[config.mk]
export PLATFORM = sky130hd
export DESIGN_NAME = fm_demod_zc
export DESIGN_NICKNAME = d
export VERILOG_FILES = /design/src/rtl/fm_demod_zc.sv
export SDC_FILE = /design/constraint.sdc
export NUM_CORES = 1
export LEC_CHECK = 0
export BUFFER_PORTS_ARGS = -buffer_cell sky130_fd_sc_hd__clkbuf_2
export CAP_MARGIN = 15
export CORE_AREA = 2 2 107 109
export DETAILED_ROUTE_END_ITERATION = 8
export DIE_AREA = 0 0 109 111
export PLACE_DENSITY = 0.72
export SLEW_MARGIN = 25
export SYNTH_ARGS = -nofsm -noshare
export SYNTH_HDL_FRONTEND = slang
export SYNTH_SLANG_ARGS = --single-unit
[constraint.sdc]
create_clock -name clk -period 2.4 [get_ports clk]
set_input_delay 0.24 -clock clk [delete_from_list [all_inputs] [get_ports clk]]
set_output_delay 0.24 -clock clk [all_outputs]
set_load 0.05 [all_outputs]
[src/rtl/fm_demod_zc.sv]
// ---------------------------------------------------------------------------
// fm_demod_zc
// Zero-crossing FM demodulator. It tracks the IF carrier with a hysteresis
// comparator and measures the clk count between rising crossings. It averages
// the last 2**AVG_LOG2 periods and maps the deviation of that average from
// NOM_PERIOD onto an offset-binary baseband word centred at 2047.
//
// Ports
//   clk          in   sample clock (one din per clk)
//   rst          in   asynchronous reset, active low
//   din          in   12b IF sample, offset binary
//   demod_data   out  12b demodulated word, 2047 = no deviation
//   demod_valid  out  1-clk pulse when demod_data updates
//   carrier_lock out  carrier present and stable
//   period_out   out  8b last accepted period in clks
// ---------------------------------------------------------------------------
module fm_demod_zc #(
    parameter int MID        = 2048,
    parameter int HYST       = 64,
    parameter int NOM_PERIOD = 120,
    parameter int MIN_PERIOD = 60,
    parameter int MAX_PERIOD = 240,
    parameter int AVG_LOG2   = 2,
    parameter int GAIN       = 64,
    parameter int LOCK_CNT   = 8
) (
    input  logic        clk,
    input  logic        rst,
    input  logic [11:0] din,
    output logic [11:0] demod_data,
    output logic        demod_valid,
    output logic        carrier_lock,
    output logic [7:0]  period_out
);
    localparam int DEPTH = 1 << AVG_LOG2;
    localparam int SW    = AVG_LOG2 + 8;
    localparam int FW    = AVG_LOG2 + 1;
    localparam int LW    = $clog2(LOCK_CNT + 1);
    localparam logic [11:0] TH_HI = 12'(MID + HYST);
    localparam logic [11:0] TH_LO = 12'(MID - HYST);

    typedef enum logic {S_LOW, S_HIGH} state_t;

    logic [11:0]                 r_din;
    state_t                      r_state;
    logic [7:0]                  r_cnt;
    logic                        r_armed;
    logic [7:0]                  r_per;
    logic [3:0]                  r_vld_pipe;   // [0] period captured .. [3] output word
    logic [DEPTH-1:0][7:0]       r_win;
    logic [SW-1:0]               r_sum;
    logic [FW-1:0]               r_fill;
    logic [LW-1:0]               r_lcnt;
    logic signed [23:0]          r_prod;

    logic                        w_rise;
    logic [8:0]                  w_per;
    logic                        w_per_bad;
    logic                        w_timeout;
    logic                        w_loss;
    logic                        w_accept;
    logic [FW-1:0]               w_fill_nxt;
    logic [LW-1:0]               w_lcnt_nxt;
    logic signed [23:0]          w_diff;
    logic signed [23:0]          w_prod;
    logic signed [24:0]          w_y;

    // Only the low-to-high transition is an event; the band between the two
    // thresholds never moves the comparator.
    assign w_rise = (r_state == S_LOW) && (r_din >= TH_HI);

    // Counter holds clks since the previous rise edge, so the period is cnt+1.
    assign w_per     = {1'b0, r_cnt} + 9'd1;
    assign w_per_bad = (w_per < 9'(MIN_PERIOD)) || (w_per > 9'(MAX_PERIOD));
    assign w_timeout = r_armed && !w_rise && (r_cnt >= 8'(MAX_PERIOD));
    assign w_loss    = w_timeout || (w_rise && r_armed && w_per_bad);
    assign w_accept  = w_rise && r_armed && !w_per_bad;

    assign w_fill_nxt = (r_fill == FW'(DEPTH)) ? r_fill : r_fill + FW'(1);
    assign w_lcnt_nxt = (r_lcnt == LW'(LOCK_CNT)) ? r_lcnt : r_lcnt + LW'(1);

    assign w_diff = $signed(24'(NOM_PERIOD * DEPTH)) - $signed(24'(r_sum));
    assign w_prod = w_diff * $signed(24'(GAIN));
    assign w_y    = 25'sd2047 + ($signed({r_prod[23], r_prod}) >>> AVG_LOG2);

    always_ff @(posedge clk or negedge rst) begin
        if (!rst) begin
            r_state <= S_LOW;
        end else begin
            case (r_state)
                S_LOW:   if (r_din >= TH_HI) r_state <= S_HIGH;
                S_HIGH:  if (r_din <= TH_LO) r_state <= S_LOW;
                default: r_state <= S_LOW;
            endcase
        end
    end

    // Input register, period counter, arming and period capture (stage 1).
    always_ff @(posedge clk or negedge rst) begin
        if (!rst) begin
            r_din   <= 12'd0;
            r_cnt   <= 8'd0;
            r_armed <= 1'b0;
            r_per   <= 8'd0;
        end else begin
            r_din <= din;
            if (w_rise)              r_cnt <= 8'd0;
            else if (r_cnt != 8'hFF) r_cnt <= r_cnt + 8'd1;
            // An out-of-range edge keeps the block armed: it starts the next period.
            if (w_rise)         r_armed <= 1'b1;
            else if (w_timeout) r_armed <= 1'b0;
            if (w_accept)       r_per   <= w_per[7:0];
        end
    end

    // Averaging window, lock tracking and output stages.
    always_ff @(posedge clk or negedge rst) begin
        if (!rst) begin
            r_vld_pipe   <= '0;
            r_win        <= '0;
            r_sum        <= '0;
            r_fill       <= '0;
            r_lcnt       <= '0;
            r_prod       <= '0;
            carrier_lock <= 1'b0;
            period_out   <= 8'd0;
            demod_data   <= 12'd2047;
        end else if (w_loss) begin
            r_vld_pipe   <= '0;
            r_win        <= '0;
            r_sum        <= '0;
            r_fill       <= '0;
            r_lcnt       <= '0;
            carrier_lock <= 1'b0;
            demod_data   <= 12'd2047;
        end else begin
            r_vld_pipe[0] <= w_accept;
            r_vld_pipe[1] <= r_vld_pipe[0] && (w_fill_nxt == FW'(DEPTH));
            r_vld_pipe[2] <= r_vld_pipe[1];
            r_vld_pipe[3] <= r_vld_pipe[2];
            if (r_vld_pipe[0]) begin
                r_win[0] <= r_per;
                for (int i = 1; i < DEPTH; i++) r_win[i] <= r_win[i-1];
                r_sum      <= r_sum + SW'(r_per) - SW'(r_win[DEPTH-1]);
                r_fill     <= w_fill_nxt;
                r_lcnt     <= w_lcnt_nxt;
                period_out <= r_per;
                if ((w_lcnt_nxt == LW'(LOCK_CNT)) && (w_fill_nxt == FW'(DEPTH)))
                    carrier_lock <= 1'b1;
            end
            if (r_vld_pipe[1]) r_prod <= w_prod;
            if (r_vld_pipe[2]) begin
                if (w_y < 0)                demod_data <= 12'd0;
                else if (w_y > 25'sd4095)   demod_data <= 12'd4095;
                else                        demod_data <= w_y[11:0];
            end
        end
    end

    assign demod_valid = r_vld_pipe[3];

endmodule

==> results.sh <==
export IMPL_reg2reg_from="r_per[1]"
export IMPL_final_cells=790
export IMPL_r2r_setup_slack_ns=-0.12
export IMPL_path_class="reg -> reg"
export IMPL_cp_common_cell="inv_2"
export IMPL_synth_most_common_cell="dfrtp_1"
export IMPL_synth_flop_cell="dfrtp_1"
export IMPL_die_area_um2=12100
export IMPL_place_hpwl_um=8100
export IMPL_grt_max_degree=57
export IMPL_drive_above_1_share_pct=26.9
export IMPL_crit_path_end_kind="flop"
export IMPL_crit_path_max_incr_delay_ns=0.54
export IMPL_clk_path_buf_depth=2
export IMPL_async_reset_ff_share_pct=100
export IMPL_portBuffers=35
export IMPL_antenna_cells=0
export IMPL_cp_required_ns=2.66
export IMPL_status="finished with violations"
export IMPL_root_buffer="clkbuf_16"
export IMPL_first_pass_iters=4
export IMPL_r2r_cells=9
export IMPL_peakVddDrop_uv=380
export IMPL_drv_slew=0
export IMPL_fmax_mhz=398
export IMPL_cp_max_fo=2
export IMPL_ys_ff_latch=112
export IMPL_grt_pass1_wl_um=20100
export IMPL_grt_pass1_vias=4215
export IMPL_avgSynthCellArea_um2=10.5
export IMPL_cts_max_level=3
export IMPL_syn_instance_count=560
export IMPL_synth_cell_types=60
export IMPL_fin_worst_skew_ns=0.0109
export IMPL_yosysSeqAreaShare_pct=47.7
export IMPL_antenna_found_initial=0
export IMPL_slowest_stage="fa_1"
export IMPL_syn_num_nets=601
export IMPL_tightest_slew_ns=0.573
export IMPL_setup_viol=2
export IMPL_r2r_end="r_sum[8]"
export IMPL_yosysWarnings=0
export IMPL_clk_pin_slew_ns=0.08
export IMPL_yosysTopAreaCellShare_pct=44.1
export IMPL_track_usage_pct=21.0
export IMPL_fillers=858
export IMPL_dp_cells=748
export IMPL_worst_slack_ns=-0.116
export IMPL_cp_startpoint="r_per[1]"
export IMPL_final_net_count=683
export IMPL_fin_tns_setup_ns=-0.130
export IMPL_wirelength_um=12600
export IMPL_io_pins=36
export IMPL_core_area_um2=11100
export IMPL_cp_arrival_ns=2.78
export IMPL_crit_end="r_sum[8]"
export IMPL_synth_area_um2=5900
export IMPL_wl_per_cell_um=15.9
export IMPL_gp_congestion=0.832
export IMPL_period_needed_ns=2.52
export IMPL_start_util_pct=53.2
export IMPL_drv_cap=0
export IMPL_rsz0062_at_grt="true"
export IMPL_drtIter0Drc=254
export IMPL_drc=0
export IMPL_leakage_nw=3.34
export IMPL_overflow=0
export IMPL_hold_viol=0
export IMPL_startpoint_type="flop"
export IMPL_insertion_delay_ns=0.36
export IMPL_hp_class="in -> async"
export IMPL_vias=4266
export IMPL_violations="setup timing"
export IMPL_dieHeight_um=111
export IMPL_cts_num_sinks=112
export IMPL_ys_top_cells_by_area="dfrtp_1 (44%), mux2i_1 (7.6%), nor2_1 (4.9%)"
export IMPL_viasPerCell=5.40
export IMPL_pwr_density_cell_nw_per_um2=531
export IMPL_chipWidth_um=109
export IMPL_cts_buffers=9
export IMPL_fp_row_count=39
export IMPL_crit_chain="inv_2 -> fa_1 -> inv_2 -> fa_2 -> a21oi_4 -> o21ai_2 -> a2111oi_4 -> o21ai_1 -> a311oi_2"
export IMPL_fin_crit_sh_pct=105
export IMPL_cts_tree="done"
export IMPL_ant_nets=0
export IMPL_synth_largest_area_cell="dfrtp_1"
export IMPL_synth_edff_count=0
export IMPL_relSlewSlack_pct=61.4
export IMPL_synthTopCellsByCount="dfrtp_1 (104), nor2_1 (77), inv_1 (47)"
export IMPL_area_growth_pct=22.2
[logic make-up after synthesis]
group	after synthesis	synth area share (%)
AND/OR/NAND/NOR	175	14.2
flip-flops	112	47.7
AO/OA/AOI/OAI	77	8.89
buffers and inverters	72	5.43
multiplexers	70	13.0
XOR/XNOR	27	4.01
adder cells (fa/ha/maj)	27	6.75
[worst max-delay path, delay by kind of cell, from the launching register on]
family                     cells  cell delay [ns]
DFF                            1             0.36
buffers and inverters          2             0.10
adders and majority gates      2             0.93
AOI/OAI and AO/OA              5             1.03
[per-layer routing]
metal / track usage, % / vias up / part of all wire, %
met3: 4.06 / 23 / 2.5
li1: - / 2045 / -
met2: 34.1 / 71 / 52
met5: 0 / - / 0
met4: 7.35 / 0 / 2.0
met1: 27.9 / 2127 / 44
[registers in the layout (all words and copies together), names as in the netlist]
signal        cells
r_win            32
r_din            12
r_sum            10
r_vld_pipe        4
r_armed           1
r_state           1
r_cnt             8
r_lcnt            4
r_per             8
r_fill            3
period_out        8
demod_data        9
carrier_lock      1
r_prod           11
[cells in the final DEF (no fill, tap or decap), drive strengths merged, types with 9 or more instances in the layout]
master / synthesis / layout
nor3: 9 / 9
nand2: 33 / 33
a21oi: 27 / 27
clkbuf: 8 / 49
nand3: 11 / 11
dfrtp: 104 / 104
inv: 48 / 50
buf: 16 / 44
mux2: 25 / 25
ha: 19 / 19
o21ai: 13 / 13
xnor2: 20 / 20
nor2: 77 / 77
mux2i: 45 / 45
or2: 9 / 9
dlygate4sd3: 0 / 13
[how the worst min path moves through the flow]
stage	end	start	slack (ns)
6_report	r_vld_pipe[3]	rst	0.38
5_1_grt	r_vld_pipe[3]	rst	0.41
4_1_cts	r_vld_pipe[3]	rst	0.40
3_5_place_dp	r_vld_pipe[3]	rst	0.23
3_3_place_gp	r_vld_pipe[3]	rst	0.23
2_1_floorplan	carrier_lock	rst	-0.06
[area by class of cell]
type	count	area, um2	share of cell area, %
Sequential cell	112	2820	39.1
Multi-Input combinational cell	376	2960	41.1
Clock inverter	5	36.3	0.503
Inverter	48	193	2.67
Tap cell	143	179	2.48
Clock buffer	11	243	3.37
Timing Repair Buffer	95	777	10.8
[metrics by stage]
| stage | util [%] | hold slack [ns] | power (mW) | instance area (um2) | setup WS [ns] |
|---|---|---|---|---|---|
| final | 65.1 | 0.384 | 3.83 | 7210 | -0.116 |
| after CTS | 62.7 | 0.400 | 3.80 | 6950 | -0.0481 |
| after global placement | 58.3 | 0.226 | 2.33 | 6460 | -0.0553 |
| after global routing | 65.1 | 0.408 | 3.99 | 7210 | -0.187 |
| after detailed placement | 58.3 | 0.228 | 2.34 | 6460 | -0.165 |
| after floorplan | - | -0.0556 | 2.21 | 5930 | -0.0172 |
[power breakdown]
group          switching, mW  internal, mW  total [mW]
sequential            0.0572          1.93        1.98
clock                  0.702         0.742        1.44
combinational          0.211         0.187       0.398
[what timing repair did]
action,CTS,global route
pin swaps,9,11
endpoints found under the hold margin,41,0
gates cloned,0,4
buffers inserted,3,6
resized for setup,12,21
hold buffers,13,0
endpoints found under the setup margin,4,63
Power figures use the tool's default switching activity.
